**src/rtl/morra_giocatore.sv**
```systemverilog
// Automatic two-player match driver for the MorraCinese game FSM.
// Plays LFSR-generated moves, tallies manche results and reports the match outcome.
module morra_giocatore #(
    parameter logic [7:0]  SEED1      = 8'hA5,
    parameter logic [7:0]  SEED2      = 8'h3E,
    parameter int unsigned MAX_MANCHE = 16
) (
    input  logic       clk,
    input  logic       rst_n,
    input  logic       START,
    input  logic [1:0] MANCHE,
    input  logic [1:0] PARTITA,
    output logic [1:0] PRIMO,
    output logic [1:0] SECONDO,
    output logic       INIZIA,
    output logic       BUSY,
    output logic       DONE,
    output logic [1:0] RISULTATO,
    output logic [3:0] VITTORIE1,
    output logic [3:0] VITTORIE2,
    output logic [3:0] PAREGGI,
    output logic       TIMEOUT
);

    localparam int unsigned CNT_W = 8;
    localparam logic [7:0] SEED1_EFF = (SEED1 == 8'h00) ? 8'h01 : SEED1;
    localparam logic [7:0] SEED2_EFF = (SEED2 == 8'h00) ? 8'h01 : SEED2;
    localparam logic [CNT_W-1:0] MAX_CNT = CNT_W'(MAX_MANCHE);

    typedef enum logic [2:0] {
        IDLE,
        INIT,
        PLAY,
        CHECK,
        FINE
    } state_t;

    state_t           state;
    logic [7:0]       lfsr1;
    logic [7:0]       lfsr2;
    logic [CNT_W-1:0] manche_cnt;

    // Move 00 means "no move", so an LFSR value of 00 is played as sasso.
    function automatic logic [1:0] map_move(input logic [1:0] v);
        return (v == 2'b00) ? 2'b01 : v;
    endfunction

    // x^8+x^6+x^5+x^4+1, Fibonacci, shifting left.
    function automatic logic [7:0] lfsr_next(input logic [7:0] v);
        return {v[6:0], v[7] ^ v[5] ^ v[4] ^ v[3]};
    endfunction

    function automatic logic [3:0] sat_inc(input logic [3:0] v);
        return (v == 4'hF) ? v : v + 4'd1;
    endfunction

    // Match sequencer; every output is registered alongside the state.
    always_ff @(posedge clk) begin
        if (!rst_n) begin
            state      <= IDLE;
            lfsr1      <= SEED1_EFF;
            lfsr2      <= SEED2_EFF;
            manche_cnt <= '0;
            PRIMO      <= 2'b00;
            SECONDO    <= 2'b00;
            INIZIA     <= 1'b0;
            BUSY       <= 1'b0;
            DONE       <= 1'b0;
            RISULTATO  <= 2'b00;
            VITTORIE1  <= 4'd0;
            VITTORIE2  <= 4'd0;
            PAREGGI    <= 4'd0;
            TIMEOUT    <= 1'b0;
        end else begin
            PRIMO   <= 2'b00;
            SECONDO <= 2'b00;
            INIZIA  <= 1'b0;
            DONE    <= 1'b0;
            case (state)
                IDLE: begin
                    if (START) begin
                        state      <= INIT;
                        INIZIA     <= 1'b1;
                        BUSY       <= 1'b1;
                        manche_cnt <= '0;
                        VITTORIE1  <= 4'd0;
                        VITTORIE2  <= 4'd0;
                        PAREGGI    <= 4'd0;
                        RISULTATO  <= 2'b00;
                        TIMEOUT    <= 1'b0;
                    end
                end
                INIT: begin
                    state   <= PLAY;
                    PRIMO   <= map_move(lfsr1[1:0]);
                    SECONDO <= map_move(lfsr2[1:0]);
                end
                PLAY: begin
                    state      <= CHECK;
                    lfsr1      <= lfsr_next(lfsr1);
                    lfsr2      <= lfsr_next(lfsr2);
                    manche_cnt <= manche_cnt + CNT_W'(1);
                end
                CHECK: begin
                    case (MANCHE)
                        2'b01:   VITTORIE1 <= sat_inc(VITTORIE1);
                        2'b10:   VITTORIE2 <= sat_inc(VITTORIE2);
                        2'b11:   PAREGGI   <= sat_inc(PAREGGI);
                        default: ;
                    endcase
                    // A real match result takes priority over the manche limit.
                    if (PARTITA != 2'b00) begin
                        state     <= FINE;
                        RISULTATO <= PARTITA;
                        DONE      <= 1'b1;
                        BUSY      <= 1'b0;
                    end else if (manche_cnt == MAX_CNT) begin
                        state     <= FINE;
                        RISULTATO <= 2'b00;
                        TIMEOUT   <= 1'b1;
                        DONE      <= 1'b1;
                        BUSY      <= 1'b0;
                    end else begin
                        state   <= PLAY;
                        PRIMO   <= map_move(lfsr1[1:0]);
                        SECONDO <= map_move(lfsr2[1:0]);
                    end
                end
                FINE: begin
                    state <= IDLE;
                end
                default: begin
                    state <= IDLE;
                    BUSY  <= 1'b0;
                end
            endcase
        end
    end

endmodule

```
**config.mk**
```make
export PLATFORM = sky130hd
export DESIGN_NAME = morra_giocatore
export DESIGN_NICKNAME = d
export VERILOG_FILES = /design/src/rtl/morra_giocatore.sv
export SDC_FILE = /design/constraint.sdc
export NUM_CORES = 1
export LEC_CHECK = 0
export BUFFER_PORTS_ARGS = -buffer_cell sky130_fd_sc_hd__buf_4
export CAP_MARGIN = 20
export CORE_MARGIN = 2
export CORE_UTILIZATION = 50
export DETAILED_ROUTE_END_ITERATION = 6
export HOLD_SLACK_MARGIN = 0.15
export PLACE_DENSITY = 0.74
export SYNTH_ARGS = -nofsm -noshare
export SYNTH_HDL_FRONTEND = slang
export SYNTH_SLANG_ARGS = --single-unit
```
**constraint.sdc**
```tcl
create_clock -name clk -period 1.6 [get_ports clk]
set_input_delay 0.08 -clock clk [delete_from_list [all_inputs] [get_ports clk]]
set_output_delay 0.08 -clock clk [all_outputs]
set_load 0.005 [all_outputs]
```
# Word-level counts from Yosys, hierarchy flattened
# Index checks and enable logic that the tools add are counted.
# totals
reg_bits,49
latchBits,0
ram_bits,0
rom_bits,0
in_bits,7
output_inout_bits,22
elab_cells,101
memories,0
# op_classes
addsub,4
mul,0
div_mod_pow,0
magnitude_cmp,0
n_eq_ne,21
n_shift,0
muxes,39
n_bitwise,7
n_reduce_logical,16
# op_table
cell,count
$mux 4,7
$pmux 4 s2,3
$mux 2,9
$pmux 8 s2,1
$reduce_and 4->1,4
$add 4x1->4 const B,3
$eq 4x4->1 const B,3
$ne 2x2->1 const B,6
$pmux 2 s2,3
$pmux 3 s4,1
$mux 1,9
$mux 3,3
$add 8x1->8 const B,1
$eq 8x5->1 const B,1
$mux 8,1
$eq 3x2->1 const B,2
$ne 2x1->1 const B,3
$reduce_and 2->1,3
$reduce_and 3->1,2
$reduce_bool 2->1,3
$xor 1x1->1,6
$eq 2x2->1 const B,2
$logic_not 2->1,2
$eq 3x1->1 const B,1
8 further kinds,8

# Longest topological paths before layout
# depth
ltp_word,5
ltp_mapped,6
ltp_nobuf,6

# Least setup slack after synthesis
# OpenSTA, ideal clock, no wires.
# synth_timing
path_type,reg2reg
start,register manche_cnt[0]
end,register BUSY
setup_ns,0.086
t_arrival_ns,1.448
required_time_ns,1.514
path_slack_ns,0.066
stages_incl_launch_ff,7
cell_sequence,dfxtp_1 -> inv_1 -> ha_1 -> nor4b_1 -> a311o_1 -> and2_1 -> a211oi_1
# synth_via
elab_chain_cells,3
# synth_rtl
item,line_no,source
start: declaration,41,logic [CNT_W-1:0] manche_cnt;
start signal: assignment,102,manche_cnt <= manche_cnt + CNT_W'(1);
$eq 8x5->1,117,end else if (manche_cnt == MAX_CNT) begin
$ne 3x3->1 (no source line),--,
$reduce_and 3->1 (no source line),--,
end signal: assignment,116,BUSY <= 1'b0;
end signal: assignment,122,BUSY <= 1'b0;
end signal: assignment,134,BUSY <= 1'b0;
end: declaration,16,"output logic BUSY,"
# No other way between the ends.
# A chain may end at the register's enable or synchronous reset.

# Final worst setup path
# layout_timing
start,register state[1]
end,register manche_cnt[5]
# layout_via
elab_chain_cells,3
word_cells_on_any_way,6
# layout_rtl
item,line_no,source
start: declaration,38,state_t state;
start signal: assignment,60,state <= IDLE;
start signal: assignment,82,state <= INIT;
start signal: assignment,94,state <= PLAY;
$eq 3x2->1 or $logic_not 3->1 (tied branches),79,case (state)
$reduce_bool 2->1 (no source line) or $ne 2x2->1 (tied branches),--,
$reduce_and 2->1 (no source line),--,
# Parallel ways exist; a longest one is shown, timed or not.

==> out/metrics.yaml <==
routing:
  wl_um: 4440
  drtIter0Drc: 65
  vias: 1852
  first_pass_iters: 4
  routedWlPerCell_um: 13.1
  drt.antenna.violating_nets: 0
  drt-vias-per-instance: 5.46
  route.detailed.drc: 0
synth:
  ys.flop_type: "dfxtp_1"
  synthAdderAreaFrac_pct: 3.01
  ys_warn_count: 0
  synth_xor_area_share_pct: 5.48
  synth_top_area_share_pct: 47.2
  syn_area_um2: 2080
  synth_top_family_by_area: "simple AND/OR/NAND/NOR gates"
  muxShareOfSynthArea_pct: 0.542
  synthesis.nets: 256
  synth-edff-count: 0
  synth_simple_gate_area_share_pct: 26.1
  avgSynthCellArea_um2: 8.51
  synth_compound_area_share_pct: 13.8
  ys_seq_elements: 49
  yosys.area.top_type: "dfxtp_1"
  yosysUniqueCellTypes: 43
  ys_seq_area_share_pct: 47.2
  synthTopCellsByArea: "dfxtp_1 47%, nand2_1 7.0%, a21oi_1 5.5%"
  netlist_instances: 244
  async_flop_share_pct: 0
clock_tree:
  htreeDepth: 2
  cts-root-buf: "clkbuf_8"
  clk_path_buf_depth: 2
  cts_tree: "yes"
  clkSinkCount: 49
  clkTransAtPathRegs_ps: 90
  clk_latency_ps: 290
  cts_made_buffers: 5
min_path:
  min-delay-path-class: "input pin to register"
timing:
  tightest_slew_ps: 360
  worst_slack_ps: 48.7
  whs_ps: 229
  final_max_slew_viol_count: 0
  hold_viol: 0
  rsz0062_at_grt: "true"
  period_share_pct: 97.0
  fin_crit_ps: 1550
  fin_skew_ps: 5.89
  max_freq_ghz: 0.645
  slew_headroom_pct: 75.7
  setup_viol: 0
power_and_ir_drop:
  p_per_area_nw_per_um2: 957
  p_leak_nw: 1.09
  worst_ir_drop_vdd_uv: 578
placement:
  pre_cts_ws_ps: 4.19
  dpl.hpwl_um: 3090
  place_congestion: 0.804
  placed_area_um2: 2430
  io_buffer_count: 28
worst_setup_path:
  critPathRequiredTime_ps: 1830
  critPathArrivalTime_ps: 1780
  path_max_fanout: 5
  cp-start-kind: "register"
  critical_path_class: "register to register"
  critPathCaptureType: "register"
floorplan:
  start_util_pct: 51.9
  io_pins: 29
  coreArea_um2: 4000
  die_area_um2: 4690
  rows: 23
  die_w_um: 68.5
  die_height_um: 68.5
finish:
  area_growth_pct: 27.5
  fillers: 330
  final_cell_mix: "46 x dfxtp_1, 46 x buf_4, 39 x nand2_1"
  final_area_um2: 2650
  antenna_cells: 0
  drive_gt1_share_pct: 24.9
  fin_nets: 300
global_routing:
  grt_start_max_net_pins: 21
  grt_pass1_wl_um: 7110
  antenna_found_initial: 0
  grt_overflow: 0
  grtUsageTotal_pct: 20.2
  grt_pass1_vias: 1655
status:
  status: "finished clean"
job:
  drv_cap: 0
[through the flow]
| step | total power (W) | std cells | TNS, ps | util, % |
|---|---|---|---|---|
| 2_1_floorplan | 0.00152 | 244 | 0 | - |
| 3_3_place_gp | 0.00162 | 327 | 0 | 60.8 |
| 3_5_place_dp | 0.00163 | 327 | 0 | 60.8 |
| 4_1_cts | 0.00255 | 339 | -40.1 | 65.1 |
| 5_1_grt | 0.00265 | 339 | 0 | 66.2 |
| 6_report | 0.00253 | 339 | 0 | 66.2 |
[layer usage]
layer / vias up / track usage [%] / part of all wire, % / routed length (um)
li1: 942 / - / - / -
met1: 878 / 23.2 / 44 / 1970
met2: 30 / 36.1 / 51 / 2280
met3: 2 / 3.95 / 3.7 / 162
met4: 0 / 8.50 / 0.63 / 28
met5: - / 0 / 0 / 0
[timing repair]
action | 4_1_cts | 5_1_grt
gates resized for setup | 3 | 13
hold endpoints to repair | 15 | 0
setup buffers | 0 | 0
hold buffers | 4 | 0
setup endpoints to repair | 3 | 20
pin swaps | 2 | 3
[state kept, by name, summed over array words and instances (netlist names), 2 cells and up]
name,cells
RISULTATO,2
state,3
VITTORIE1,4
SECONDO,2
PRIMO,2
PAREGGI,4
lfsr2,8
lfsr1,8
manche_cnt,8
VITTORIE2,4
[report_power, final]
group / switching [W] / total, W / internal, W
registers: 0.0000373 / 0.00131 / 0.00127
logic: 0.000167 / 0.000322 / 0.000154
clock network: 0.000396 / 0.000905 / 0.000508
[critical path: stages, from the launching register on]
cell and delay, ps:
dfxtp_1 400, or3b_4 430, or4_1 520, a21oi_1 150
[layout make-up]
cell class              count  area (um^2)  share of cell area [%]
well taps                  50         62.6                    2.36
repair buffers             50          385                    14.5
flip-flops and latches     49          985                    37.2
multi-input cells         176         1070                    40.5
inverters                   6         22.5                   0.850
clock buffers               6         82.6                    3.12
clock inverters             2         37.5                    1.42
[cells by family after synthesis]
family,Yosys count
AND/OR/NAND/NOR,110
adder cells (fa/ha/maj),5
AO/OA/AOI/OAI,47
XOR/XNOR,13
buffers and inverters,19
flip-flops,49
multiplexers,1
[cell usage after synthesis (all sizes together), types with 2 or more instances]
library cell  number
o311ai             2
nor2              21
xnor2             11
nor3               3
inv                6
buf                5
dfxtp             49
and2               4
nand4              5
nand2             40
nor2b              2
o211ai             3
a211oi             2
xor2               2
o21ai              8
nor4               2
a21oi             23
nand3b             2
clkbuf             8
a32o               2
and3               3
nand3             14
or4                3
ha                 5
nor4b              4
[worst paths after layout]
kind / from / end / slack (ps) / cells past startpoint
max: state[1]$_SDFFE_PN0P_ / manche_cnt[5]$_SDFFE_PN0P_ / 50 / 3
min: START / state[0]$_SDFFE_PN0P_ / 230 / 4
max reg2reg: state[1]$_SDFFE_PN0P_ / manche_cnt[5]$_SDFFE_PN0P_ / 50 / 3
min reg2reg: TIMEOUT$_SDFFE_PN0P_ / TIMEOUT$_SDFFE_PN0P_ / 460 / 2
(Power assumes the default switching activity.)
